==> src/rtl/tlb_maint_pkg.sv <==
// Shared types for the TLB maintenance sequencer.
//   tlb_op_t     : maintenance operation code (SRCH, RD, WR, FILL, INV)
//   tlb_entry_t  : one TLB entry as packed from TLBIDX/TLBEHI/TLBELO0/1/ASID
//   tlb_result_t : TLB search port result
//   state_e      : sequencer FSM state
package tlb_maint_pkg;

  localparam int unsigned TLBNUM   = 16;
  localparam int unsigned TLBIDLEN = $clog2(TLBNUM);

  // Highest INVTLB op code the TLB understands; anything above raises INE.
  localparam logic [4:0] InvOpMax = 5'd6;

  typedef enum logic [2:0] {
    OpSrch = 3'd0,
    OpRd   = 3'd1,
    OpWr   = 3'd2,
    OpFill = 3'd3,
    OpInv  = 3'd4
  } tlb_op_t;

  typedef struct packed {
    logic [18:0] vppn;
    logic [5:0]  ps;
    logic        g;
    logic [9:0]  asid;
    logic        e;
    logic [19:0] ppn0;
    logic [1:0]  plv0;
    logic [1:0]  mat0;
    logic        d0;
    logic        v0;
    logic [19:0] ppn1;
    logic [1:0]  plv1;
    logic [1:0]  mat1;
    logic        d1;
    logic        v1;
  } tlb_entry_t;

  typedef struct packed {
    logic                found;
    logic [TLBIDLEN-1:0] index;
    logic [19:0]         ppn;
    logic [5:0]          ps;
    logic [1:0]          plv;
    logic [1:0]          mat;
    logic                d;
    logic                v;
  } tlb_result_t;

  typedef enum logic [1:0] {
    StIdle = 2'd0,
    StExec = 2'd1,
    StDone = 2'd2
  } state_e;

  // Entry written by TLBWR/TLBFILL: the valid bit comes from NE, forced on in the TLBR handler.
  function automatic tlb_entry_t write_entry(tlb_entry_t ent, logic tlbr, logic ne);
    tlb_entry_t r;
    r   = ent;
    r.e = tlbr | ~ne;
    return r;
  endfunction

endpackage

==> src/rtl/tlbfill_index_gen.sv <==
// Free-running TLBFILL index counter: counts 0..TLBNUM-1 and wraps, one step per cycle.
//   clk_i    : clock
//   resetn_i : asynchronous active-low reset (counter to 0)
//   idx_o    : current fill index
module tlbfill_index_gen #(
  parameter int unsigned TLBNUM   = 16,
  parameter int unsigned TLBIDLEN = $clog2(TLBNUM)
) (
  input  logic                clk_i,
  input  logic                resetn_i,
  output logic [TLBIDLEN-1:0] idx_o
);

  localparam logic [TLBIDLEN-1:0] IdxMax = TLBIDLEN'(TLBNUM - 1);

  logic [TLBIDLEN-1:0] idx_q, idx_d;

  always_comb begin
    idx_d = (idx_q == IdxMax) ? '0 : idx_q + 1'b1;
  end

  always_ff @(posedge clk_i or negedge resetn_i) begin
    if (!resetn_i) begin
      idx_q <= '0;
    end else begin
      idx_q <= idx_d;
    end
  end

  assign idx_o = idx_q;

endmodule

==> src/rtl/tlb_maint.sv <==
// TLB maintenance sequencer (TLBSRCH/TLBRD/TLBWR/TLBFILL/INVTLB).
// Accepts one op via req_valid/req_ready, runs IDLE -> EXEC -> DONE and pulses resp_valid_o.
//   req_*         : operation request and INVTLB operands
//   csr_*         : CSR operands, captured at accept
//   s2_* / s2_result_i        : TLB search port 2
//   tlb_r_index_o / tlb_r_entry_i : TLB read port
//   tlb_we_o / tlb_w_*        : TLB write port (pulse in EXEC)
//   invtlb_*                  : TLB invtlb port (pulse in EXEC)
//   resp_*                    : completion to the CSR file, held until the next DONE
module tlb_maint #(
  parameter int unsigned TLBNUM   = tlb_maint_pkg::TLBNUM,
  parameter int unsigned TLBIDLEN = $clog2(TLBNUM)
) (
  input  logic                        clk_i,
  input  logic                        resetn_i,
  input  logic                        req_valid_i,
  output logic                        req_ready_o,
  input  tlb_maint_pkg::tlb_op_t      req_op_i,
  input  logic [4:0]                  req_invop_i,
  input  logic [9:0]                  req_asid_i,
  input  logic [31:0]                 req_va_i,
  input  logic [18:0]                 csr_vppn_i,
  input  logic [9:0]                  csr_asid_i,
  input  logic [TLBIDLEN-1:0]         csr_index_i,
  input  logic                        csr_ne_i,
  input  logic                        csr_tlbr_i,
  input  tlb_maint_pkg::tlb_entry_t   csr_entry_i,
  output logic [18:0]                 s2_vppn_o,
  output logic                        s2_va_bit12_o,
  output logic [9:0]                  s2_asid_o,
  input  tlb_maint_pkg::tlb_result_t  s2_result_i,
  output logic [TLBIDLEN-1:0]         tlb_r_index_o,
  input  tlb_maint_pkg::tlb_entry_t   tlb_r_entry_i,
  output logic                        tlb_we_o,
  output logic [TLBIDLEN-1:0]         tlb_w_index_o,
  output tlb_maint_pkg::tlb_entry_t   tlb_w_entry_o,
  output logic                        invtlb_valid_o,
  output logic [4:0]                  invtlb_op_o,
  output logic [9:0]                  invtlb_asid_o,
  output logic [31:0]                 invtlb_va_o,
  output logic                        resp_valid_o,
  output tlb_maint_pkg::tlb_op_t      resp_op_o,
  output logic                        resp_found_o,
  output logic [TLBIDLEN-1:0]         resp_index_o,
  output tlb_maint_pkg::tlb_entry_t   resp_entry_o,
  output logic                        resp_inv_err_o
);

  import tlb_maint_pkg::*;

  state_e state_q, state_d;
  logic   accept;

  logic [TLBIDLEN-1:0] fill_idx;

  // Operand bank
  tlb_op_t             op_q;
  logic [4:0]          invop_q;
  logic [9:0]          inv_asid_q;
  logic [31:0]         inv_va_q;
  logic [18:0]         vppn_q;
  logic [9:0]          asid_q;
  logic [TLBIDLEN-1:0] index_q;
  logic [TLBIDLEN-1:0] fill_idx_q;
  tlb_entry_t          w_entry_q;

  // Response bank
  tlb_op_t             resp_op_q, resp_op_d;
  logic                resp_found_q, resp_found_d;
  logic [TLBIDLEN-1:0] resp_index_q, resp_index_d;
  tlb_entry_t          resp_entry_q, resp_entry_d;
  logic                resp_err_q, resp_err_d;

  logic inv_ok;

  tlbfill_index_gen #(
    .TLBNUM   (TLBNUM),
    .TLBIDLEN (TLBIDLEN)
  ) u_fill_idx (
    .clk_i    (clk_i),
    .resetn_i (resetn_i),
    .idx_o    (fill_idx)
  );

  assign accept = req_valid_i && req_ready_o;
  assign inv_ok = (invop_q <= InvOpMax);

  // FSM: state register
  always_ff @(posedge clk_i or negedge resetn_i) begin
    if (!resetn_i) begin
      state_q <= StIdle;
    end else begin
      state_q <= state_d;
    end
  end

  // FSM: next state
  always_comb begin
    state_d = state_q;
    unique case (state_q)
      StIdle:  if (accept) state_d = StExec;
      StExec:  state_d = StDone;
      StDone:  state_d = StIdle;
      default: state_d = StIdle;
    endcase
  end

  // Operand capture at accept; later input changes are ignored.
  always_ff @(posedge clk_i or negedge resetn_i) begin
    if (!resetn_i) begin
      op_q       <= OpSrch;
      invop_q    <= '0;
      inv_asid_q <= '0;
      inv_va_q   <= '0;
      vppn_q     <= '0;
      asid_q     <= '0;
      index_q    <= '0;
      fill_idx_q <= '0;
      w_entry_q  <= '0;
    end else if (accept) begin
      op_q       <= req_op_i;
      invop_q    <= req_invop_i;
      inv_asid_q <= req_asid_i;
      inv_va_q   <= req_va_i;
      vppn_q     <= csr_vppn_i;
      asid_q     <= csr_asid_i;
      index_q    <= csr_index_i;
      fill_idx_q <= fill_idx;
      w_entry_q  <= write_entry(csr_entry_i, csr_tlbr_i, csr_ne_i);
    end
  end

  // Response values sampled from the combinational TLB ports at the end of EXEC.
  always_comb begin
    resp_op_d    = op_q;
    resp_found_d = (op_q == OpSrch) && s2_result_i.found;
    resp_index_d = (op_q == OpSrch) ? TLBIDLEN'(s2_result_i.index) : '0;
    resp_entry_d = (op_q == OpRd) ? tlb_r_entry_i : '0;
    resp_err_d   = (op_q == OpInv) && !inv_ok;
  end

  always_ff @(posedge clk_i or negedge resetn_i) begin
    if (!resetn_i) begin
      resp_op_q    <= OpSrch;
      resp_found_q <= 1'b0;
      resp_index_q <= '0;
      resp_entry_q <= '0;
      resp_err_q   <= 1'b0;
    end else if (state_q == StExec) begin
      resp_op_q    <= resp_op_d;
      resp_found_q <= resp_found_d;
      resp_index_q <= resp_index_d;
      resp_entry_q <= resp_entry_d;
      resp_err_q   <= resp_err_d;
    end
  end

  // FSM: outputs
  always_comb begin
    req_ready_o    = (state_q == StIdle);
    resp_valid_o   = (state_q == StDone);
    tlb_we_o       = 1'b0;
    tlb_w_index_o  = '0;
    tlb_w_entry_o  = '0;
    invtlb_valid_o = 1'b0;
    invtlb_op_o    = '0;
    invtlb_asid_o  = '0;
    invtlb_va_o    = '0;
    if (state_q == StExec) begin
      case (op_q)
        OpWr: begin
          tlb_we_o      = 1'b1;
          tlb_w_index_o = index_q;
          tlb_w_entry_o = w_entry_q;
        end
        OpFill: begin
          tlb_we_o      = 1'b1;
          tlb_w_index_o = fill_idx_q;
          tlb_w_entry_o = w_entry_q;
        end
        OpInv: begin
          if (inv_ok) begin
            invtlb_valid_o = 1'b1;
            invtlb_op_o    = invop_q;
            invtlb_asid_o  = inv_asid_q;
            invtlb_va_o    = inv_va_q;
          end
        end
        default: ;
      endcase
    end
  end

  // Search and read addresses hold their captured values outside EXEC too.
  assign s2_vppn_o     = vppn_q;
  assign s2_asid_o     = asid_q;
  assign s2_va_bit12_o = 1'b0;
  assign tlb_r_index_o = index_q;

  assign resp_op_o      = resp_op_q;
  assign resp_found_o   = resp_found_q;
  assign resp_index_o   = resp_index_q;
  assign resp_entry_o   = resp_entry_q;
  assign resp_inv_err_o = resp_err_q;

  // Translation fields of the search result are consumed by the CSR file via RD, not here.
  logic unused_s2;
  assign unused_s2 = ^{s2_result_i.ppn, s2_result_i.ps, s2_result_i.plv, s2_result_i.mat,
                       s2_result_i.d, s2_result_i.v};

endmodule

==> config.mk <==
export PLATFORM = sky130hd
export DESIGN_NAME = tlb_maint
export DESIGN_NICKNAME = d
export VERILOG_FILES = /design/src/rtl/tlb_maint_pkg.sv /design/src/rtl/tlbfill_index_gen.sv /design/src/rtl/tlb_maint.sv
export SDC_FILE = /design/constraint.sdc
export NUM_CORES = 1
export LEC_CHECK = 0
export ABC_AREA = 1
export CAP_MARGIN = 20
export CORE_AREA = 4 4 220 222
export CTS_CLUSTER_DIAMETER = 30
export DETAILED_ROUTE_END_ITERATION = 8
export DIE_AREA = 0 0 224 226
export SETUP_SLACK_MARGIN = 0.15
export SLEW_MARGIN = 15
export SYNTH_ARGS = -nofsm -noshare
export SYNTH_HDL_FRONTEND = slang
export SYNTH_SLANG_ARGS = --single-unit
==> constraint.sdc <==
create_clock -name clk_i -period 1.93 [get_ports clk_i]
set_input_delay 0.386 -clock clk_i [delete_from_list [all_inputs] [get_ports clk_i]]
set_output_delay 0.386 -clock clk_i [all_outputs]
set_load 0.005 [all_outputs]
==> flow_summary.yaml <==
outcome:
  run_status: "finished, violations left"
  violations: "setup timing"
global_routing:
  track_usage_pct: 18.6
  grt_pass1_wl_microns: 73500
  grt_max_degree: 96
  grt.overflow.total: 0
  antenna_found_initial: 2
  grt_pass1_vias: 12700
timing:
  final_max_slew_viol_count: 0
  rsz0062_at_grt: "true"
  period_needed_ps: 2450
  period_share_pct: 127
  max_freq_ghz: 0.409
  setup_ws_ps: -515
  skew_ps: 15.4
  setup_viol: 140
  hold_violations: 0
routing:
  routed_wl_microns: 51300
  drtPass1Iterations: 4
  vias: 12400
  vias_per_cell: 4.47
  drc_errors: 0
  drt_iter0_markers: 684
  ant_nets: 0
  wl_per_cell_microns: 18.5
layout:
  area_growth_pct: 91.7
  layout_commonest_cell: "nand2_1"
  n_antenna_cell: 0
  fin_util_pct: 48.6
  drive_above_1_share_pct: 26.6
  nets: 2413
  mostFrequentLayoutCells: "nand2_1 (633), dfrtp_1 (279), clkdlybuf4s50_1 (268)"
synthesis:
  ys_warn_count: 0
  ys_ff_latch: 280
  syn_area_sq_mm: 0.0118
  syn_inst: 1460
  avgSynthCellArea_sq_um: 8.06
  ys_types: 21
  yosysSeqAreaShare_pct: 59.6
floorplanning:
  rows: 79
  die-area_sq_mm: 0.0506
  core_area_sq_mm: 0.0464
  fp.dieW_microns: 224
  pin_count: 579
  die_y_microns: 226
  initial_core_util_pct: 25.4
placed_design:
  pre_cts_ws_ps: -289
  io_buffer_count: 542
  place_hpwl_microns: 31800
  finalWeightedCongestion: 0.860
clock_network:
  clockBufferDepth: 3
  cts_tree: "done"
  cts.sinks: 280
  cts.clk_slew.worst_paths_ps: 40
  clkLatencyLatePin_ps: 580
  h-tree-depth: 3
  cts_made_buffers: 79
  clock-root-buffer: "clkbuf_16"
job:
  cap_violations: 0
setup_path:
  cp.arrival_ps: 2060
  ff2ff_setup_slack_ps: 240
  r2r_end: "w_entry_q[60]$_DFFE_PN0P_"
  cp-start-kind: "flip-flop"
  critical-path-slowest-cell: "dfrtp_1"
  path_delay_family: "buffers and inverters"
  crit_path_end_kind: "output port"
  crit_type: "reg2out"
  crit_buf_inv: 6
  required_ps: 1540
  slowest_delay_ps: 390
  cp_max_fo: 5
  path_cells: "buf_6 -> nor2_4 -> buf_12 -> buf_12 -> buf_12 -> buf_16 -> nand2_4 -> nor2_2 -> buf_2"
  crit_top_cell: "buf_12"
  reg2reg_depth: 9
  r2r-start: "state_q[0]$_DFFE_PN0P_"
power:
  ir_worst_vdd_v: 0.000704
  p_per_area_mw_per_mm2: 1220
  p_leak_uw: 0.0117
worst_hold_path:
  hold_class: "in2async"
## layer usage
layer	up-vias	GRT usage, %	share of wire (%)
li1	5824	-	-
met1	6006	21.8	40
met2	483	31.1	49
met3	104	6.46	8.2
met4	4	7.99	3.1
met5	-	0	0.064
## worst register-to-register path, delay by kind of cell (launching register included)
| family | cells | cell delay, ps |
|---|---|---|
| and+or+nand+nor | 4 | 320 |
| DFF | 1 | 360 |
| buffers and inverters | 5 | 940 |
## stage by stage
step	hold WS, ps	power [uW]	cell area, sq um	TNS (ps)	instances
detailed placement	342	12900	18100	-24920	2565
CTS	287	27100	21300	-60220	2766
global placement	344	12800	18100	-26510	2565
global route	321	28900	22500	-70380	2777
finish	338	27600	22500	-55720	2777
floorplan	90.4	9810	11800	0	1462
## synthesized netlist by cell type
| library cell | number | area (sq um) |
|---|---|---|
| dfrtp_1 | 280 | 7010 |
| nor2_2 | 1 | 6.26 |
| buf_1 | 4 | 15.0 |
| nor2_1 | 139 | 522 |
| nand2_2 | 1 | 6.26 |
| inv_2 | 3 | 11.3 |
| buf_4 | 5 | 37.5 |
| nand3_1 | 94 | 470 |
| nand4_1 | 8 | 50.1 |
| inv_1 | 53 | 199 |
| nor3_4 | 1 | 16.3 |
| conb_1 | 1 | 3.75 |
| clkinv_1 | 2 | 7.51 |
| o21ai_1 | 20 | 100 |
| a21oi_1 | 4 | 20.0 |
| clkbuf_1 | 37 | 139 |
| buf_2 | 49 | 245 |
| o21ai_0 | 40 | 200 |
| xor2_1 | 1 | 8.76 |
| ha_1 | 1 | 12.5 |
| nand2_1 | 716 | 2690 |
## logic make-up (layout without fill, tap and decap cells)
logic type	count (synthesis)	after routing	share of synthesized area, %
simple gates	960	960	31.9
flops	280	280	59.6
buf+inv	153	861	5.56
compound gates	64	64	2.72
fa+ha+maj	1	1	0.106
other cells	1	3	0.0319
xor+xnor	1	1	0.0745
## power by group
group          switching (uW)  internal, uW
Sequential                815          7150
Clock                    3830          9270
Combinational            3320          3180
Total                    7970         19600
## layout make-up
type	count	area (sq um)
Sequential cell	280	7010
Tap cell	607	759
Fill cell	4317	23800
Timing Repair Buffer	661	6700
Inverter	58	234
Clock inverter	31	434
Clock buffer	111	2290
Multi-Input combinational cell	1029	5130
## sequential cells by signal, summed over array words and instances, names as in the netlist, 5 cells and up
name / flops
w_entry_q: 89
s2_vppn_o: 19
inv_va_q: 32
s2_asid_o: 10
invop_q: 5
inv_asid_q: 10
resp_entry_o: 89
## how the worst max path moves through the flow
| stage | from | end | slack (ps) | depth (start not counted) |
|---|---|---|---|---|
| final | op_q[2]$_DFFE_PN0P_ | tlb_w_entry_o[47] | -520 | 9 |
| after global routing | op_q[1]$_DFFE_PN0P_ | tlb_w_entry_o[31] | -610 | 11 |
| after CTS | op_q[1]$_DFFE_PN0P_ | tlb_w_entry_o[49] | -540 | 11 |
| after detailed placement | op_q[2]$_DFFE_PN0P_ | tlb_w_entry_o[1] | -290 | 6 |
| after global placement | op_q[2]$_DFFE_PN0P_ | tlb_w_entry_o[1] | -300 | 6 |
| after floorplan | op_q[1]$_DFFE_PN0P_ | invtlb_asid_o[3] | 310 | 7 |
## repair_timing
| item | 4_1_cts | 5_1_grt |
|---|---|---|
| hold buffers | 1 | 0 |
| gates cloned | 18 | 7 |
| pin swaps | 17 | 56 |
| hold endpoints to repair | 36 | 0 |
| resized for setup | 822 | 270 |
| setup buffers | 40 | 4 |
| setup endpoints to repair | 273 | 148 |
Note: power is estimated with default switching activity, not from simulation.
